==> src/rtl/mem_arb_pkg.sv <==
// mem_arb_pkg: requester indices, FSM state type and default line size for the dmem arbiter
package mem_arb_pkg;
  localparam int REQ_WALK = 0;
  localparam int REQ_DC = 1;
  localparam int REQ_IC = 2;
  localparam int BLOCKSIZE_DEF = 4;
  typedef enum logic {IDLE, XFER} arbstate_t;
endpackage

==> src/rtl/arb_pick.sv <==
// arb_pick: combinational winner select, walker first, then dcache/icache by last-served pointer
//   req     in  request vector (0 walker, 1 dcache, 2 icache)
//   last_ic in  1 = icache was served last, so dcache wins a dcache/icache tie
//   win     out one-hot winner, zero when nothing requests
module arb_pick import mem_arb_pkg::*; #(
  parameter int NREQ = 3
) (
  input  logic [NREQ-1:0] req,
  input  logic            last_ic,
  output logic [NREQ-1:0] win
);
  assign win = req[REQ_WALK] ? NREQ'(1) << REQ_WALK :
               (req[REQ_DC] && (!req[REQ_IC] || last_ic)) ? NREQ'(1) << REQ_DC :
               req[REQ_IC] ? NREQ'(1) << REQ_IC : '0;
endmodule

==> src/rtl/mem_arbiter.sv <==
// mem_arbiter: shares single-ported dmem among walker, dcache and icache; single words or aligned line bursts
//   Req/ReqWE/ReqSingle/ReqAddr/ReqWD  in   per-requester request, direction, size, byte address, write data
//   Gnt/Done                           out  one-hot owner, final-beat pulse
//   RD/RDValid/BeatIdx                 out  read data pass-through, read beat accepted, word offset in line
//   MemRE/MemWE/MemHSEL/MemA/MemWD     out  memory strobes, address, write data
//   MemRD/MemValid                     in   memory read data, access completed
//   ARB_ROUND_ROBIN_EN: when defined, dcache/icache ties alternate; otherwise dcache beats icache
module mem_arbiter import mem_arb_pkg::*; #(
  parameter int BLOCKSIZE = BLOCKSIZE_DEF,
  parameter int NREQ = 3
) (
  input  logic                         clk,
  input  logic                         reset,
  input  logic [NREQ-1:0]              Req,
  input  logic [NREQ-1:0]              ReqWE,
  input  logic [NREQ-1:0]              ReqSingle,
  input  logic [NREQ-1:0][31:0]        ReqAddr,
  input  logic [NREQ-1:0][31:0]        ReqWD,
  output logic [NREQ-1:0]              Gnt,
  output logic [NREQ-1:0]              Done,
  output logic [31:0]                  RD,
  output logic                         RDValid,
  output logic [$clog2(BLOCKSIZE)-1:0] BeatIdx,
  output logic                         MemRE,
  output logic                         MemWE,
  output logic                         MemHSEL,
  output logic [31:0]                  MemA,
  output logic [31:0]                  MemWD,
  input  logic [31:0]                  MemRD,
  input  logic                         MemValid
);
  localparam int BW = $clog2(BLOCKSIZE);
  arbstate_t state_q, state_d;
  logic [NREQ-1:0] gnt_q, gnt_d, win;
  logic [BW-1:0] cnt_q, cnt_d;
  logic [1:0] own;
  logic xfer, beat, last, last_ic;
  logic [31:0] addr;
`ifdef ARB_ROUND_ROBIN_EN
  logic last_ic_q, last_ic_d;
  assign last_ic_d = (last && gnt_q[REQ_IC]) ? 1'b1 : (last && gnt_q[REQ_DC]) ? 1'b0 : last_ic_q;
  always_ff @(posedge clk)
    if (reset) last_ic_q <= 1'b1;
    else last_ic_q <= last_ic_d;
  assign last_ic = last_ic_q;
`else
  assign last_ic = 1'b1;
`endif
  arb_pick #(.NREQ(NREQ)) u_pick (.req(Req), .last_ic(last_ic), .win(win));
  assign own  = gnt_q[REQ_IC] ? 2'd2 : gnt_q[REQ_DC] ? 2'd1 : 2'd0;
  assign xfer = state_q == XFER;
  assign beat = xfer && MemValid;
  assign last = beat && (ReqSingle[own] || cnt_q == BW'(BLOCKSIZE - 1));
  assign addr = ReqAddr[own];
  always_comb begin
    state_d = xfer ? (last ? IDLE : XFER) : (|Req ? XFER : IDLE);
    gnt_d = xfer ? (last ? '0 : gnt_q) : win;
    cnt_d = (!xfer || last) ? '0 : cnt_q + BW'(beat);
  end
  always_ff @(posedge clk)
    if (reset) begin
      state_q <= IDLE;
      gnt_q <= '0;
      cnt_q <= '0;
    end else begin
      state_q <= state_d;
      gnt_q <= gnt_d;
      cnt_q <= cnt_d;
    end
  assign Gnt = gnt_q;
  assign Done = last ? gnt_q : '0;
  assign BeatIdx = cnt_q;
  assign RD = MemRD;
  assign RDValid = beat && !ReqWE[own];
  assign MemHSEL = xfer;
  assign MemWE = xfer && ReqWE[own];
  assign MemRE = xfer && !ReqWE[own];
  assign MemWD = xfer ? ReqWD[own] : '0;
  // bursts ignore the low line-offset bits so every line starts at word 0
  assign MemA = !xfer ? '0 : ReqSingle[own] ? addr & ~32'h3 :
                (addr & ~32'(BLOCKSIZE * 4 - 1)) | {{(30 - BW){1'b0}}, cnt_q, 2'b00};
endmodule

==> config.mk <==
export PLATFORM = sky130hd
export DESIGN_NAME = mem_arbiter
export DESIGN_NICKNAME = d
export VERILOG_FILES = /design/src/rtl/mem_arb_pkg.sv /design/src/rtl/arb_pick.sv /design/src/rtl/mem_arbiter.sv
export SDC_FILE = /design/constraint.sdc
export NUM_CORES = 1
export LEC_CHECK = 0
export BUFFER_PORTS_ARGS = -buffer_cell sky130_fd_sc_hd__buf_2
export CAP_MARGIN = 20
export CORE_AREA = 2 2 133 135
export DETAILED_ROUTE_END_ITERATION = 8
export DIE_AREA = 0 0 135 137
export SLEW_MARGIN = 40
export SYNTH_ARGS = -nofsm -noshare
export SYNTH_HDL_FRONTEND = slang
export SYNTH_SLANG_ARGS = --single-unit
export TNS_END_PERCENT = 1
==> constraint.sdc <==
create_clock -name clk -period 4.1 [get_ports clk]
set_input_delay 0.615 -clock clk [delete_from_list [all_inputs] [get_ports clk]]
set_output_delay 0.615 -clock clk [all_outputs]
set_load 0.01 [all_outputs]
==> flow_summary_export.csv, run 1 <==
group,metric,value,unit
die,start_util,0.147,
drt,viasPerCell,3.90,
place,finalWeightedCongestion,0.724,
global_route,grt_use_total,0.0853,
synth,synth.ff_latch_count,6,
cts,cts_sinks,6,
sta,rsz0062_at_grt,"no",
place,port_buffers,271,
worst_setup_path,worstSetupStartpointType,"flip-flop",
cells_and_area,nets,808,
run_status,outcome,"finished clean",
cts,cts_buffers,3,
drt,dr.pass1.iters,4,
cells_and_area,n_antenna_cell,0,
synth,synth_edf_count,0,
worst_setup_path,cpPeakStageDelay,0.83,ns
sta,fmax,0.354,GHz
sta,finalCriticalPeriod,2.82,ns
cts,cts_root_buf,"clkbuf_16",
cells_and_area,layout_commonest_cell,"buf_2",
drt,wl_per_cell,11.5,µm
cts,cts_resized,0,
worst_setup_path,worst-path-stages,5,
die,pin_count,344,
worst_setup_path,crit_family,"flip-flops",
drt,vias,3099,
worst_setup_path,worstPathRequired,3.48,ns
power_and_ir_drop,p_leak,1.80,nW
synth,syn_avg_cell_area,7.12,µm²
sta,finalSetupViolCount,0,
worst_setup_path,crit_end,"MemWD[30]",
drt,drtIter0Drc,109,
synth,yosysSeqAreaShare,0.0479,
cells_and_area,final_cell_mix,"271 x buf_2, 66 x nand2_1, 64 x mux2i_1, 64 x and2_1, 58 x o21ai_1",
die,die_area,18500,µm²
cts,h-tree-depth,1,
run,drv_cap,0,
worst_setup_path,timing.rr.end,"BeatIdx[1]",
sta,slew_headroom,0.491,
synth,async_reset_ff_frac,0,
sta,period_share,0.689,
sta,drv_slew,0,
worst_setup_path,cp-startpoint,"Gnt[1]",
worst_setup_path,reg2reg_depth,3,
die,coreArea,17100,µm²
min_path,hold_path_class,"reg2reg",
cells_and_area,final_cells,794,
worst_setup_path,regToRegSetupSlack,2.35,ns
power_and_ir_drop,ir_drop,0.180,mV
worst_setup_path,path_class,"reg2out",
cts,cts_hold_buf,0,
global_route,grt_pass1_vias,2694,
sta,fin_setup_tns,0,ns
cts,cts_tree,"yes",
die,die_h,137,µm
global_route,grt_start_max_net_pins,67,
power_and_ir_drop,pwr_density_cell,149,nW/µm²
synth,ys_warn_count,0,
sta,fin_skew,0.00221,ns
cts,cts.path.max_buffers,2,
worst_setup_path,crit_chain,"buf_4 -> mux2i_1 -> o21ai_1 -> and2_1 -> buf_2",
cts,clkLatencyLatePin,0.23,ns
cts,clk_pin_slew_worst_paths,0.03,ns
sta,hold_viol_final,0,
global_route,grt_pass1_wl,12900,µm
synth,netlist_area,2510,µm²
die,die_w,135,µm
worst_setup_path,cp.arrival,2.21,ns
worst_setup_path,cp.buffers_inverters,2,
cts,cts_setup_buffers,0,
worst_setup_path,r2r_start,"Gnt[1]",
place,hpwl,7480,µm
synth,ys.flop_type,"dfxtp_1",
drt,drcViolationCount,0,
place,place_inst,791,
sta,tightest_slew,0.763,ns
global_route,antenna_found_initial,0,
worst_setup_path,critPathMaxFanout,44,
cells_and_area,area.growth.synth_to_final,49.0,%
synth,yosys.cell_types.count,34,
global_route,overflow,0,
worst_setup_path,slowest_stage,"dfxtp_4",
drt,wl,9110,µm
die,placementRows,48,
cells_and_area,drive_gt1_frac,0.511,
synth,syn_inst,352,
worst_setup_path,endpoint_kind,"output pin",
drt,drtAntennaViolNets,0,
[tightest hold or removal path: cells and delay by family, from the launching register on]
family	cells	cell delay, ns
flops	1	0.31
simple gates	1	0.07
compound gates	1	0.05
[report_power, final]
group	total, mW	internal [mW]	leakage [nW]	switching [mW]
combinational	0.322	0.178	1.71	0.144
sequential	0.0796	0.0609	0.0507	0.0187
clock	0.157	0.125	0.0370	0.0319
total	0.558	0.364	1.80	0.194
[stage by stage]
stage,area [µm²],hold slack (ns),setup WS (ns),total power [mW],util
after floorplan,2510,0.498,2.07,0.286,-
after global placement,3660,0.477,1.52,0.402,0.215
after detailed placement,3660,0.479,1.52,0.406,0.215
after CTS,3740,0.490,1.27,0.566,0.219
after global routing,3740,0.513,1.17,0.604,0.219
final,3740,0.485,1.28,0.558,0.219
[area by class of cell]
class                      instances  area [µm²]
clock buffer                       3        75.1
fill                            1953       13300
inverter                           2        7.51
multi-input combinational        282        1840
sequential                         6         129
tap                              225         282
timing repair buffer             276        1410
[state kept, by name, summed over array words and instances (netlist names)]
register  cells
BeatIdx       2
MemHSEL       1
Gnt           3
[metal layers]
metal	global-route usage	up-vias	wire length, µm
met3	0.0181	14	938
met2	0.162	162	4570
met4	0.0185	0	102
met1	0.0977	1339	3500
li1	-	1584	-
met5	0	-	0
[cell usage after synthesis (2+ instances only)]
library cell  count  area share
nand2_1          66       0.099
and2_1           64        0.16
mux2i_1          64        0.26
o21ai_1          58        0.12
buf_4            35        0.10
clkbuf_1          7       0.010
buf_12            6       0.048
dfxtp_1           6       0.048
clkbuf_4          5       0.015
clkbuf_8          5       0.027
buf_2             4      0.0080
mux2_2            3       0.013
o211ai_1          3      0.0090
inv_1             2      0.0030
nand2b_1          2      0.0050
nor3_1            2      0.0040
nor4b_2           2       0.012
o21ai_0           2      0.0040
[worst min-delay path by stage]
stage / startpoint / to / slack, ns / cells after the start
finish: Gnt[0] / Gnt[0] / 0.48 / 2
detailed placement: Gnt[0] / Gnt[0] / 0.48 / 2
CTS: Gnt[0] / Gnt[0] / 0.49 / 2
floorplan: Gnt[0] / Gnt[0] / 0.50 / 2
global placement: Gnt[0] / Gnt[0] / 0.48 / 2
global route: Gnt[0] / Gnt[0] / 0.51 / 2
[cell families after synthesis]
kind of cell    after synthesis  synth area share
simple gates                142             0.298
compound gates               68             0.148
mux                          68             0.275
buf+inv                      65             0.221
flops                         6            0.0479
fa+ha+maj                     1           0.00499
other cells                   1           0.00150
xor+xnor                      1           0.00349
Power figures use the tool's default switching activity.
==> run 2, diff against run 1 <==
clock period = 2.6 ns   (was 4.1 ns; I/O delays follow)
==> run 2 against run 1 <==
Design area grew 0.77%. Clock skew shrank 0.00051 ns. Worst setup slack lost 0.85 ns. Clock-buffer cell count grew 1. Largest cell class unchanged.
==> flow_summary_export.csv, run 2 (synthesis gave the netlist of run 1 again) <==
group,metric,value,unit
cells_and_area,final_core_util,0.221,
die,placementRows,48,
power_and_ir_drop,intPower,0.583,mW
drt,vias,3084,
sta,fin_ws,0.422,ns
worst_setup_path,cp.arrival,1.79,ns
sta,drv_slew,0,
power_and_ir_drop,pwr-share-clk,0.286,
cts,cts_tree,"yes",
cells_and_area,largest_reg_flops,3,
worst_setup_path,worstPathRequired,2.21,ns
sta,slew_headroom,0.659,
die,die_h,137,µm
cells_and_area,final_cell_mix,"271 x buf_2, 66 x nand2_1, 64 x mux2i_1, 64 x and2_1, 58 x o21ai_1",
min_path,min_from,"Req[2]",
die,coreArea,17100,µm²
drt,drcViolationCount,0,
cts,cts_buffers,3,
drt,wl,9030,µm
global_route,grt_pass1_wl,12700,µm
worst_setup_path,r2r_start,"MemHSEL",
cts,cts_sinks,6,
sta,rsz0062_at_grt,"no",
sta,finalCriticalPeriod,2.18,ns
worst_setup_path,critPathMaxFanout,32,
die,die_area,18500,µm²
sta,finalSetupViolCount,0,
sta,fin_setup_tns,0,ns
global_route,grt_start_max_net_pins,68,
worst_setup_path,endpoint_kind,"output pin",
power_and_ir_drop,p_leak,1.81,nW
cts,clkLatencyLatePin,0.23,ns
place,hpwl,7380,µm
power_and_ir_drop,combPwrFrac,0.587,
worst_setup_path,timing.rr.end,"Gnt[1]",
sta,fmax,0.459,GHz
die,die_w,135,µm
power_and_ir_drop,pwr_density_cell,237,nW/µm²
drt,wl_per_cell,11.4,µm
power_and_ir_drop,power_frac_seq,0.126,
sta,worst_hold_slack,0.426,ns
drt,dr.pass1.iters,4,
global_route,antenna_found_initial,0,
drt,viasPerCell,3.88,
place,finalWeightedCongestion,0.733,
worst_setup_path,reg2reg_depth,3,
cells_and_area,area.growth.synth_to_final,50.1,%
die,pin_count,344,
cts,cts.path.max_buffers,2,
place,placedInstanceArea,3690,µm²
min_path,whs_path_depth,3,
place,dp_slack,0.676,ns
drt,drtIter0Drc,132,
min_path,hold_path_class,"in2reg",
global_route,overflow,0,
min_path,hold_end,"Gnt[2]",
sta,period_share,0.838,
power_and_ir_drop,power_switching,0.309,mW
cts,cts_resized,0,
cells_and_area,fin_area,3760,µm²
cts,cts_root_buf,"clkbuf_16",
worst_setup_path,path_class,"reg2out",
sta,tightest_slew,0.512,ns
global_route,grt_use_total,0.0827,
cells_and_area,drive_gt1_frac,0.511,
cts,cts_hold_buf,0,
cts,cts_setup_buffers,0,
cells_and_area,nets,808,
cells_and_area,n_antenna_cell,0,
global_route,grt_pass1_vias,2610,
drt,drtAntennaViolNets,0,
run_status,outcome,"finished clean",
die,start_util,0.147,
run,drv_cap,0,
cells_and_area,layout_commonest_cell,"buf_2",
sta,hold_viol_final,0,
worst_setup_path,worstSetupStartpointType,"flip-flop",
worst_setup_path,regToRegSetupSlack,1.06,ns
place,port_buffers,271,
sta,fin_skew,0.00170,ns
power_and_ir_drop,ir_drop,0.334,mV
cts,clk_pin_slew_worst_paths,0.04,ns
cts,h-tree-depth,1,
power_and_ir_drop,swShare,0.347,
==> run 2: per-layer routing <==
metal	GRT usage	wire length, µm	up-vias	share of wire
li1	-	-	1590	-
met3	0.0163	861	18	0.095
met1	0.0988	3580	1310	0.40
met5	0	0	-	0
met2	0.151	4440	166	0.49
met4	0.0214	150	0	0.017
==> run 2: worst max path at each step <==
stage | startpoint | end | slack, ns | cells past startpoint
after detailed placement | MemHSEL | Done[1] | 0.68 | 4
after floorplan | Gnt[1] | MemA[2] | 0.92 | 3
after global routing | MemHSEL | Done[0] | 0.30 | 4
after CTS | MemHSEL | Done[1] | 0.42 | 4
final | MemHSEL | Done[1] | 0.42 | 4
after global placement | MemHSEL | Done[0] | 0.67 | 4
==> run 2: critical path, cell delays in order (launching register included) <==
cell	delay, ns
dfxtp_2	0.64
nand2_1	0.22
o2bb2ai_2	0.40
and2_1	0.19
buf_2	0.12
==> run 2: layout make-up <==
class                           count  area, µm²
Clock buffer                        4       78.8
Fill cell                        1920      13300
Multi-Input combinational cell    282       1840
Timing Repair Buffer              276       1430
Tap cell                          225        282
Inverter                            2       7.51
Sequential cell                     6        129
==> run 2: per-stage QoR <==
stage	total power, mW	cells
6_report	0.893	795
5_1_grt	0.960	795
4_1_cts	0.903	795
3_5_place_dp	0.642	791
3_3_place_gp	0.637	791
2_1_floorplan	0.451	353
==> run 2: power by group through the flow <==
stage               logic (mW)  clock network, mW  registers, mW
floorplan                0.347                  0          0.104
global placement         0.522                  0          0.114
detailed placement       0.527                  0          0.114
CTS                      0.529              0.261          0.113
global route             0.578              0.268          0.115
finish                   0.524              0.256          0.113
==> run 3, diff against run 2 <==
CORE_AREA = 2 2 132 134   (was 2 2 133 135)
DIE_AREA = 0 0 134 136   (was 0 0 135 137)
clock period = 1.85 ns   (was 2.6 ns; I/O delays follow)
==> run 3 against run 2 <==
Core utilization rose by 1.6 points. First-iteration DRC count fell by 14%. Worst setup slack got worse by 0.47 ns. Critical path type unchanged. Design area rose by 6.2%. The run now ends with negative setup slack left. Final cell count rose by 1.3%. Wire length rose by 7.2%. Via count rose by 1.4%. Critical endpoint is now MemA[2]. Highest routed layer unchanged. Clock skew rose by 0.00067 ns. Power rose by 47%. Non-clock buffer count rose by 11. Die area fell by 1.5%. Worst hold slack got worse by 0.12 ns.
==> flow_summary_export.csv, run 3 (synthesis gave the netlist of run 1 again) <==
group,metric,value,unit
run_status,outcome,"complete, but fails checks",
run_status,violations,"negative setup slack",
cts,h-tree-depth,1,
global_route,overflow,0,
cts,cts_root_buf,"clkbuf_16",
worst_setup_path,cpPeakStageDelay,0.45,ns
drt,wl_per_cell,12.0,µm
sta,hold_viol_final,0,
power_and_ir_drop,ir_drop,0.305,mV
drt,dr.pass1.iters,4,
cts,cts_sinks,6,
cts,clkLatencyLatePin,0.23,ns
cells_and_area,area.growth.synth_to_final,59.4,%
worst_setup_path,endpoint_kind,"output pin",
sta,fmax,0.526,GHz
drt,vias,3127,
sta,fin_setup_tns,-0.0553,ns
cts,cts.path.max_buffers,2,
power_and_ir_drop,swShare,0.347,
global_route,grt_start_max_net_pins,70,
cells_and_area,layout_commonest_cell,"buf_2",
sta,fin_skew,0.00237,ns
cells_and_area,drive_gt1_frac,0.533,
cells_and_area,fin_area,4000,µm²
drt,drtAntennaViolNets,0,
worst_setup_path,slowest_stage,"dfxtp_4",
drt,wl,9690,µm
cells_and_area,nets,819,
cts,cts_hold_buf,0,
sta,drv_slew,0,
cts,clk_pin_slew_worst_paths,0.03,ns
sta,period_share,1.03,
drt,drcViolationCount,0,
worst_setup_path,worstSetupStartpointType,"flip-flop",
power_and_ir_drop,pwr-share-clk,0.269,
run,drv_cap,0,
die,coreArea,16900,µm²
power_and_ir_drop,pwr_density_cell,328,nW/µm²
place,hpwl,7490,µm
drt,viasPerCell,3.88,
power_and_ir_drop,p_leak,1.91,nW
worst_setup_path,critPathMaxFanout,7,
power_and_ir_drop,power_frac_seq,0.112,
global_route,grt_pass1_vias,2711,
min_path,hold_path_class,"in2reg",
cts,cts_tree,"yes",
drt,drtIter0Drc,113,
power_and_ir_drop,combPwrFrac,0.619,
worst_setup_path,path_class,"reg2out",
cells_and_area,final_cell_mix,"270 x buf_2, 66 x nand2_1, 64 x and2_1, 59 x o21ai_1, 57 x mux2i_1",
drt,met2RoutedLength,4740,µm
cells_and_area,largest_reg_flops,3,
global_route,grt_use_total,0.0903,
place,placedInstanceArea,3730,µm²
cts,cts_buffers,3,
cells_and_area,final_cells,805,
global_route,antenna_found_initial,0,
place,port_buffers,271,
drt,routed.top_layer,"met4",
sta,fin_ws,-0.0500,ns
global_route,grt_pass1_wl,13600,µm
cells_and_area,n_antenna_cell,0,
cells_and_area,fillers,1878,
place,finalWeightedCongestion,0.750,
die,die_h,136,µm
worst_setup_path,crit_chain,"mux2_4 -> mux2i_4 -> mux2i_1 -> buf_2",
power_and_ir_drop,intPower,0.856,mW
place,place_inst,795,
die,die_w,134,µm
worst_setup_path,worstPathRequired,1.57,ns
power_and_ir_drop,power.total,1.31,mW
drt,wl_met1,3880,µm
power_and_ir_drop,power_switching,0.454,mW
sta,finalSetupViolCount,3,
die,start_util,0.149,
sta,finalCriticalPeriod,1.90,ns
worst_setup_path,cp.arrival,1.62,ns
die,pin_count,344,
die,die_area,18200,µm²
drt,route.met3.wl,949,µm
sta,rsz0062_at_grt,"yes",
die,placementRows,48,
## run 3: cell types whose count changed in the layout (fill, tap and decap cells not counted), sizes merged
cell,delta
buf,+9
bufbuf,+1
## run 3: layout make-up
| class | count | area (µm²) | share of cell area |
|---|---|---|---|
| Multi-Input combinational cell | 282 | 1890 | 0.474 |
| Timing Repair Buffer | 287 | 1610 | 0.403 |
| Tap cell | 225 | 282 | 0.0704 |
| Sequential cell | 6 | 129 | 0.0322 |
| Clock buffer | 3 | 75.1 | 0.0188 |
| Inverter | 2 | 7.51 | 0.00188 |
## run 3: path summary, 6_finish.rpt
kind / from / endpoint / slack [ns] / cells past startpoint
worst max-delay path: Gnt[1] / MemA[2] / -0.05 / 4
worst min-delay path: Req[2] / Gnt[2] / 0.30 / 3
worst max register to register: Gnt[1] / BeatIdx[1] / 0.50 / 3
worst min register to register: Gnt[0] / Gnt[0] / 0.49 / 2
## run 3: worst max-delay path: cells and delay by family (launching register included)
kind	cells	cell delay [ns]
buffers and inverters	1	0.16
muxes	3	0.78
DFF	1	0.45
## run 3: stage by stage
| stage | hold WS [ns] | util | worst slack (ns) |
|---|---|---|---|
| floorplan | 0.347 | - | 0.281 |
| global placement | 0.473 | 0.221 | 0.168 |
| detailed placement | 0.484 | 0.221 | 0.183 |
| CTS | 0.303 | 0.231 | -0.0328 |
| global route | 0.327 | 0.237 | -0.0972 |
| finish | 0.304 | 0.237 | -0.0500 |
## run 3: layer usage
layer | track usage | vias to the layer above
met4 | 0.0171 | 0
met1 | 0.113 | 1352
met3 | 0.0242 | 15
met2 | 0.157 | 155
li1 | - | 1605
met5 | 0 | -
## run 3: power groups by stage
stage	Combinational, mW	Sequential, mW	Clock [mW]
6_report	0.812	0.146	0.352
3_5_place_dp	0.763	0.145	0
4_1_cts	0.789	0.145	0.356
3_3_place_gp	0.756	0.145	0
2_1_floorplan	0.488	0.147	0
5_1_grt	0.894	0.148	0.369
## run 3: timing repair
item / 4_1_cts / 5_1_grt
cloned: 1 / 1
resized for setup: 4 / 11
setup buffers: 3 / 2
setup endpoints to repair: 8 / 48
pin swaps: 0 / 2
